**config.mk**
```make
export PLATFORM = sky130hd
export DESIGN_NAME = cpu_clock_ctrl
export DESIGN_NICKNAME = d
export VERILOG_FILES = /design/src/rtl/cpu_clock_ctrl.sv
export SDC_FILE = /design/constraint.sdc
export NUM_CORES = 1
export LEC_CHECK = 0
export ABC_AREA = 1
export CAP_MARGIN = 15
export CORE_UTILIZATION = 35
export DETAILED_ROUTE_END_ITERATION = 7
export PLACE_DENSITY = 0.7
export SLEW_MARGIN = 20
export SYNTH_ARGS = -nofsm -noshare
export SYNTH_HDL_FRONTEND = slang
export SYNTH_SLANG_ARGS = --single-unit
```
**constraint.sdc**
```tcl
create_clock -name inclk0 -period 3.4 [get_ports inclk0]
set_clock_uncertainty 0.05 [all_clocks]
set_input_delay 0.34 -clock inclk0 [delete_from_list [all_inputs] [get_ports inclk0]]
set_output_delay 0.34 -clock inclk0 [all_outputs]
set_load 0.1 [all_outputs]
```
**src/rtl/cpu_clock_ctrl.sv**
```systemverilog
// cpu_clock_ctrl
// Processor clock-enable controller. Turns a divided tick into single-cycle
// cpu_en pulses according to a run switch, a debounced single-step key and,
// optionally, a PC breakpoint that parks the processor in HALT.
// Optional feature macro: CPU_CLOCK_CTRL_BREAKPOINT_EN (breakpoint compare and
// the RUN -> HALT transition; when undefined pc_in/bp_addr are ignored).
module cpu_clock_ctrl #(
  parameter int DEBOUNCE_LIMIT = 249999
) (
  input  logic        inclk0,
  input  logic        reset,
  input  logic        tick_in,
  input  logic        run_sw,
  input  logic        step_key,
  input  logic        cnt_clr,
  input  logic [31:0] pc_in,
  input  logic [31:0] bp_addr,
  output logic        cpu_en,
  output logic [1:0]  state,
  output logic [31:0] cycle_count
);

  // Debounce counter only needs to reach DEBOUNCE_LIMIT.
  localparam int CW = (DEBOUNCE_LIMIT < 1) ? 1 : $clog2(DEBOUNCE_LIMIT + 1);
  localparam logic [CW-1:0] DB_MAX = CW'(DEBOUNCE_LIMIT);

  typedef enum logic [1:0] {
    PAUSE = 2'd0,
    RUN   = 2'd1,
    STEP  = 2'd2,
    HALT  = 2'd3
  } state_t;

  state_t        cur_state;
  logic          tick_prev;
  logic          tick_rise;
  logic          run_meta;
  logic          run_sync;
  logic          step_meta;
  logic          step_sync;
  logic          step_db;
  logic          step_db_prev;
  logic          step_press;
  logic [CW-1:0] db_cnt;
  logic          bp_hit;

  assign state      = cur_state;
  assign tick_rise  = tick_in & ~tick_prev;
  // Press is the falling edge of the debounced (active-low) key.
  assign step_press = step_db_prev & ~step_db;

`ifdef CPU_CLOCK_CTRL_BREAKPOINT_EN
  assign bp_hit = (pc_in == bp_addr);
`else
  // No compare hardware; the PC inputs are deliberately left dangling.
  logic unused_bp_inputs;
  assign unused_bp_inputs = ^{pc_in, bp_addr};
  assign bp_hit = 1'b0;
`endif

  // Remember the previous tick level for rising-edge detection.
  always_ff @(posedge inclk0 or posedge reset) begin
    if (reset) begin
      tick_prev <= 1'b0;
    end else begin
      tick_prev <= tick_in;
    end
  end

  // Two-flop synchronizers for the asynchronous switch and key.
  always_ff @(posedge inclk0 or posedge reset) begin
    if (reset) begin
      run_meta  <= 1'b0;
      run_sync  <= 1'b0;
      step_meta <= 1'b1;
      step_sync <= 1'b1;
    end else begin
      run_meta  <= run_sw;
      run_sync  <= run_meta;
      step_meta <= step_key;
      step_sync <= step_meta;
    end
  end

  // Debounce: accept a new key level only after DEBOUNCE_LIMIT+1 stable cycles.
  always_ff @(posedge inclk0 or posedge reset) begin
    if (reset) begin
      step_db      <= 1'b1;
      step_db_prev <= 1'b1;
      db_cnt       <= '0;
    end else begin
      step_db_prev <= step_db;
      if (step_sync != step_db) begin
        if (db_cnt == DB_MAX) begin
          step_db <= step_sync;
          db_cnt  <= '0;
        end else begin
          db_cnt <= db_cnt + 1'b1;
        end
      end else begin
        db_cnt <= '0;
      end
    end
  end

  // Control FSM with a registered cpu_en pulse issued the cycle after tick_rise.
  always_ff @(posedge inclk0 or posedge reset) begin
    if (reset) begin
      cur_state <= PAUSE;
      cpu_en    <= 1'b0;
    end else begin
      cpu_en <= 1'b0;
      case (cur_state)
        PAUSE: begin
          if (run_sync) begin
            cur_state <= RUN;
          end else if (step_press) begin
            cur_state <= STEP;
          end
        end
        RUN: begin
          if (!run_sync) begin
            cur_state <= PAUSE;
          end else if (tick_rise) begin
            if (bp_hit) begin
              cur_state <= HALT;
            end else begin
              cpu_en <= 1'b1;
            end
          end
        end
        STEP: begin
          // Breakpoint is ignored here so a step can move off the match.
          if (tick_rise) begin
            cpu_en    <= 1'b1;
            cur_state <= PAUSE;
          end
        end
        HALT: begin
          if (!run_sync) begin
            cur_state <= PAUSE;
          end
        end
      endcase
    end
  end

  // Count issued pulses; clear wins over a simultaneous increment.
  always_ff @(posedge inclk0 or posedge reset) begin
    if (reset) begin
      cycle_count <= 32'd0;
    end else if (cnt_clr) begin
      cycle_count <= 32'd0;
    end else if (cpu_en) begin
      cycle_count <= cycle_count + 32'd1;
    end
  end

endmodule
```
==> results by group, run 1 <==
CTS
  – Worst-path clk slew: 0.07 ns
  – Post-CTS setup buffer count: 0
  – Post-cts repair resize count: 0
  – Root buf cell: clkbuf_8
  – Clock Latency Late Sink: about 0.35 ns
  – H-tree levels: 3
  – Total CTS buffers: 9
  – CTS Sinks: 60
  – Hold-fix buffers, CTS: 0
  – Clock buffer depth: 2
  – CTS tree: built

Power and ir drop
  – Clk network pwr share: roughly two fifths
  – Pwr dens: between 400 and 500 nW/um^2
  – Sequential Power Share: between 40% and 50%
  – Worst VDD drop: ~0.19 mV
  – Sw Ratio: ~28%
  – Sw Pwr: ~0.47 mW
  – Pint: 1.21 mW
  – Power Total: 1.68 mW
  – Combinational share of power: between 10% and 20%
  – Leak Pwr: approximately 1.7 nW

Synth
  – Area share of the largest cell type after synthesis: between 40 and 50%
  – Top cell type by total area after synthesis: dfrtp_1
  – FF+latch count, synth: 60
  – Top FF cell, synth: dfrtp_1
  – Warnings from Yosys: 0
  – Post-Syn Area per Cell: slightly below 8 um^2
  – Register area share after synthesis: ~46%
  – Number of synthesized flops with an enable pin: 0
  – Syn Nets: between 500 and 600
  – Most frequent cells after synthesis: nand2_1 (100), nor2_1 (75), dfrtp_1 (56), inv_1 (54), nand3_1 (22)
  – Post-synthesis cell type count: 34
  – Synth area leaders: dfrtp_1 (42%), nand2_1 (11%), nor2_1 (8.5%)
  – Most common cell in the netlist: nand2_1
  – Cell Area, Synth: between 3000 and 4000 um^2
  – FFs w/ async S/R, synth: between 90% and 100%
  – Cells after synthesis: between 400 and 500

Drt
  – Drt drc: 0
  – First-pass DRT Iterations: 4
  – Total Routed Length: 7.20 mm
  – First DRT Iteration DRCs: 90
  – Via/cell ratio: roughly 4.9
  – Post-DR wirelength/cell: 12.1 um
  – Antenna-violating nets left: 0
  – Routed vias: about 2.9k

Timing
  – Fin crit period: around 2.4 ns
  – Final hold vios: 0
  – Fmax achieved: around 420 MHz
  – Tcrit/Tclk final: a little over two thirds
  – RSZ-0062 raised after global routing: no
  – Setup TNS: 0 ns
  – Final setup violation count: 0
  – Max transition margin: 34.0%
  – Number of max-slew violations in the final report: 0
  – Worst slew pin tran: approximately 1 ns

Floorplan
  – Effective utilization at floorplan: a little over a third
  – # IOs: ~110
  – Die Wd: about 100 um
  – Die H: 99.2 um
  – Core ar.: between 9000 and 10,000 um^2
  – Row Count: 35
  – Total die area: ~10000 um^2

Global route
  – Initial antenna violation count: 0
  – First-pass GRT wire length: 13.0 mm
  – Pin count of the biggest net entering global routing: 61
  – GRT met1 Usage: approximately 20%
  – Global Route Usage Sum: between 10% and 20%
  – M3 GR Usage: under 10%
  – Gr busiest metal: met2
  – Grt ovf: 0
  – Met2 Use GR: ~29%
  – Vias in the first global route: ~2.9k

Run
  – Number of max-cap violations: 0

Final layout
  – Area Growth Syn to Fin: 22.6%
  – Share of cells above drive strength 1: 9.71%
  – Antenna diodes: 0
  – Nets: 555

Outcome
  – Status: completed

Worst setup path
  – CP max stage delay: 1.18 ns
  – Startpoint class of the critical path: register
  – Crit-path slowest cell: clkdlybuf4s50_1
  – Critical Path, Cell by Cell: clkdlybuf4s50_1
  – Critical Path End Type: output port
  – Crit Path Category: reg2out
  – Crit-path max FO: 7
  – Critical path data required time: between 3 and 4 ns
  – Crit path max-delay family: buffers and inverters
  – Worst Path Arrival: around 2.0 ns
  – CP bufs+invs: 1

Placed design
  – Post-DP HPWL: 5.29 mm
  – RD Place Congestion: between 0.8 and 0.9
  – PortBufs: 40

Hold path
  – Hold Path Class: reg2reg
## area by class of cell
type | count | area, um^2
Fill cell | 916 | 5140
Multi-Input combinational cell | 311 | 1570
Sequential cell | 60 | 1510
Timing Repair Buffer | 41 | 408
Inverter | 56 | 213
Clock buffer | 15 | 186
Tap cell | 111 | 139
Clock inverter | 1 | 30.0
## layer usage
| metal | vias up | share of wire [%] | wire (um) |
|---|---|---|---|
| met1 | 1341 | 44 | 3190 |
| met2 | 61 | 49 | 3550 |
| met5 | - | 0 | 0 |
| met3 | 14 | 4.1 | 292 |
| met4 | 0 | 2.3 | 165 |
| li1 | 1475 | - | - |
## path summary, 6_finish.rpt
| kind | start | to | slack, ns | cells after the start |
|---|---|---|---|---|
| max in group asynchronous | reset | db_cnt[17]$_DFF_PP0_ | 2.30 | 3 |
| setup reg to reg | cycle_count[1]$_DFFE_PP0P_ | cycle_count[24]$_DFFE_PP0P_ | 1.75 | 8 |
| setup / recovery | cycle_count[3]$_DFFE_PP0P_ | cycle_count[3] | 1.0 | 1 |
| min in group asynchronous | reset | tick_prev$_DFF_PP0_ | 0.47 | 3 |
| hold / removal | run_meta$_DFF_PP0_ | run_sync$_DFF_PP0_ | 0.30 | 0 |
| hold reg to reg | run_meta$_DFF_PP0_ | run_sync$_DFF_PP0_ | 0.30 | 0 |
## cell families (layout without fill, tap and decap cells)
group / Yosys count / in the layout / synth area share (%)
XOR/XNOR: 10 / 10 / 2.65
adder cells (fa/ha/maj): 6 / 6 / 2.27
flip-flops: 60 / 60 / 45.5
AO/OA/AOI/OAI: 44 / 44 / 7.22
buffers and inverters: 59 / 113 / 6.88
AND/OR/NAND/NOR: 251 / 251 / 35.4
## power by group through the flow
stage,logic [mW],registers [mW],clock network [mW]
final,0.227,0.754,0.696
after global routing,0.251,0.756,0.750
after global placement,0.223,0.766,0
after detailed placement,0.229,0.767,0
after CTS,0.230,0.754,0.719
after floorplan,0.0860,0.850,0
## metrics by stage
step                      setup slack (ns)  utilization (%)  hold slack [ns]  instance area (um^2)  std cells
after floorplan                       1.14                -            0.281                  3310        430
after global placement                1.29             41.8            0.286                  3840        579
after detailed placement              1.29             41.8            0.287                  3840        579
after CTS                            0.990             44.1            0.302                  4060        595
after global routing                 0.937             44.1            0.311                  4060        595
final                                0.997             44.1            0.300                  4060        595
## cell usage in the layout (no fill, tap or decap), types with 11 or more instances in the layout
master and instances:
clkdlybuf4s50_1 40, dfrtp_1 56, nand2_1 100, o21ai_0 15
nand3_1 22, a21oi_1 20, nor3_1 14, nand4_1 11
clkbuf_8 13, inv_1 53, nor2_1 75
## state kept, by name, indices dropped and copies added, names as in the netlist
| name | cells |
|---|---|
| tick_prev | 1 |
| run_meta | 1 |
| step_sync | 1 |
| run_sync | 1 |
| cpu_en | 1 |
| db_cnt | 18 |
| cycle_count | 32 |
| step_db_prev | 1 |
| step_db | 1 |
| step_meta | 1 |
| state | 2 |
No activity file was read; power rests on OpenSTA's default activity.
==> inputs of run 2 (changes only) <==
--- a/config.mk
+++ b/config.mk
@@ -9,7 +9,7 @@
 export CAP_MARGIN = 15
 export CORE_UTILIZATION = 35
 export DETAILED_ROUTE_END_ITERATION = 7
-export PLACE_DENSITY = 0.7
+export PLACE_DENSITY = 0.73
 export SLEW_MARGIN = 20
 export SYNTH_ARGS = -nofsm -noshare
 export SYNTH_HDL_FRONTEND = slang
==> constraint.sdc (replaced) <==
create_clock -name inclk0 -period 2.1 [get_ports inclk0]
set_clock_uncertainty 0.05 [all_clocks]
set_input_delay 0.21 -clock inclk0 [delete_from_list [all_inputs] [get_ports inclk0]]
set_output_delay 0.21 -clock inclk0 [all_outputs]
set_load 0.1 [all_outputs]
==> results by group, run 2 (synthesis results as in run 1) <==
Outcome
  – Status: completed (unchanged)

Timing
  – Tcrit/Tclk final: 78.7%
  – Number of max-slew violations in the final report: 0 (unchanged)
  – Max transition margin: 69.3% (was 34.0%)
  – Minimum hold slack: 0.150 ns (was 0.300 ns)
  – Final hold vios: 0 (unchanged)
  – Fmax achieved: ~600 MHz
  – RSZ-0062 raised after global routing: no (unchanged)
  – Setup TNS: 0 ns (unchanged)
  – Fin crit period: ~1.7 ns
  – Worst slew pin tran: 0.461 ns (was 0.987 ns)
  – Final setup violation count: 0 (unchanged)

CTS
  – Clock buffer depth: 2 (unchanged)
  – Clock Latency Late Sink: 0.34 ns (was 0.35 ns)
  – Total CTS buffers: 9 (unchanged)
  – Post-CTS setup buffer count: 0 (unchanged)
  – Root buf cell: clkbuf_8 (unchanged)
  – Post-cts repair resize count: 0 (unchanged)
  – H-tree levels: 3 (unchanged)
  – CTS tree: built (unchanged)
  – Worst-path clk slew: 0.07 ns (about the same)
  – CTS Sinks: 60 (unchanged)
  – Hold-fix buffers, CTS: 0 (unchanged)

Global route
  – Initial antenna violation count: 0 (unchanged)
  – Vias in the first global route: 2,813 (was 2,869)
  – Grt ovf: 0 (unchanged)
  – Pin count of the biggest net entering global routing: 26 (was 61)
  – First-pass GRT wire length: 12.5 mm (was 13.0 mm)
  – Global Route Usage Sum: 15.8% (was 16.7%)

Final layout
  – Area Growth Syn to Fin: 22.2% (was 22.6%)
  – Largest register FFs: 32 (unchanged)
  – Commonest non-fill, non-tap cell in the layout: nand2_1 (unchanged)
  – Most frequent cells in the layout: nand2_1 (100), nor2_1 (75), dfrtp_1 (54), inv_1 (53), buf_4 (37) (was nand2_1 (100), nor2_1 (75), dfrtp_1 (56), inv_1 (53), clkdlybuf4s50_1 (40))
  – Share of cells above drive strength 1: 18.1% (was 9.71%)
  – Most flops, register: cycle_count (unchanged)
  – Nets: 558 (was 555)
  – Antenna diodes: 0 (unchanged)

Worst setup path
  – Critical path data required time: 2.25 ns (was 3.01 ns)
  – Crit-path max FO: 8 (was 7)
  – Startpoint class of the critical path: register (unchanged)
  – Critical Path End Type: register (was output port)
  – Cells on worst reg2reg path: 5 (was 8)
  – Crit Path Category: reg2reg (was reg2out)
  – Worst Path Arrival: 1.81 ns (was 2.01 ns)

Drt
  – First DRT Iteration DRCs: 105 (was 90)
  – Antenna-violating nets left: 0 (unchanged)
  – Routed vias: 2,936 (was 2,891)
  – Total Routed Length: 7.19 mm (was 7.20 mm)
  – Drt drc: 0 (unchanged)
  – First-pass DRT Iterations: 4 (unchanged)
  – Post-DR wirelength/cell: 12.0 um (was 12.1 um)
  – Via/cell ratio: 4.91 (was 4.86)

Floorplan
  – Row Count: 35 (unchanged)
  – # IOs: 105 (unchanged)
  – Effective utilization at floorplan: 36.0% (unchanged)
  – Die H: 99.2 um (unchanged)
  – Total die area: 9840 um^2 (unchanged)
  – Core ar.: 9200 um^2 (unchanged)
  – Die Wd: 99.2 um (unchanged)

Power and ir drop
  – Pwr dens: 710 nW/um^2 (was 413 nW/um^2)
  – Worst VDD drop: 0.359 mV (was 0.186 mV)
  – Leak Pwr: 1.82 nW (was 1.71 nW)

Placed design
  – Post-DP HPWL: 5.40 mm (was 5.29 mm)
  – PortBufs: 40 (unchanged)
  – RD Place Congestion: 0.900 (was 0.884)

Run
  – Number of max-cap violations: 0 (unchanged)

Hold path
  – Hold Path Class: in2async (was reg2reg)
[run 2: changes by cell type in the layout (fill, tap and decap cells not counted), sizes merged]
cell           delta
buf              +38
bufinv            +2
clkbuf            -4
clkdlybuf4s50    -35
clkinv            +2
[run 2: report_power, final]
| group | leakage [nW] | total [mW] | switching [mW] | internal, mW |
|---|---|---|---|---|
| sequential | 0.809 | 1.22 | 0.0360 | 1.19 |
| clock | 0.123 | 1.28 | 0.461 | 0.817 |
| combinational | 0.883 | 0.371 | 0.275 | 0.0959 |
| total | 1.82 | 2.87 | 0.772 | 2.10 |
[run 2: layout make-up]
type / count / area (um^2)
Clock buffer: 11 / 141
Clock inverter: 5 / 100
Fill cell: 903 / 5150
Inverter: 56 / 213
Multi-Input combinational cell: 311 / 1570
Sequential cell: 60 / 1510
Tap cell: 111 / 139
Timing Repair Buffer: 44 / 368
[run 2: critical path, stage by stage (launching register included)]
cell and delay, ns:
dfrtp_1 0.44, or2_0 0.23, nor3_1 0.24, nand4_1 0.17
nand2_1 0.31, nor3_1 0.08
[run 2: worst paths after layout]
| check | startpoint | endpoint | slack [ns] |
|---|---|---|---|
| setup reg to reg | db_cnt[10]$_DFF_PP0_ | db_cnt[4]$_DFF_PP0_ | 0.45 |
| min in group inclk0 | step_key | step_meta$_DFF_PP1_ | 0.22 |
| hold reg to reg | step_meta$_DFF_PP1_ | step_sync$_DFF_PP1_ | 0.31 |
| max in group asynchronous | reset | db_cnt[1]$_DFF_PP0_ | 1.28 |
| hold / removal | reset | db_cnt[6]$_DFF_PP0_ | 0.15 |
| setup / recovery | db_cnt[10]$_DFF_PP0_ | db_cnt[4]$_DFF_PP0_ | 0.45 |
[run 2: layer usage]
metal / vias to the layer above / wire, um / GRT usage (%)
met5: - / 0 / 0
met4: 0 / 75 / 4.07
met3: 9 / 319 / 4.36
met2: 70 / 3590 / 28.7
met1: 1374 / 3200 / 18.3
li1: 1483 / - / -
[run 2: per-stage QoR]
step	setup slack, ns	utilization (%)	power, mW	area (um^2)	cells
finish	0.448	44.0	2.87	4040	598
floorplan	0.0302	-	1.52	3310	430
global route	0.249	44.0	3.00	4040	598
CTS	0.465	44.0	2.90	4040	598
detailed placement	0.352	41.3	1.62	3800	582
global placement	0.370	41.3	1.60	3800	582
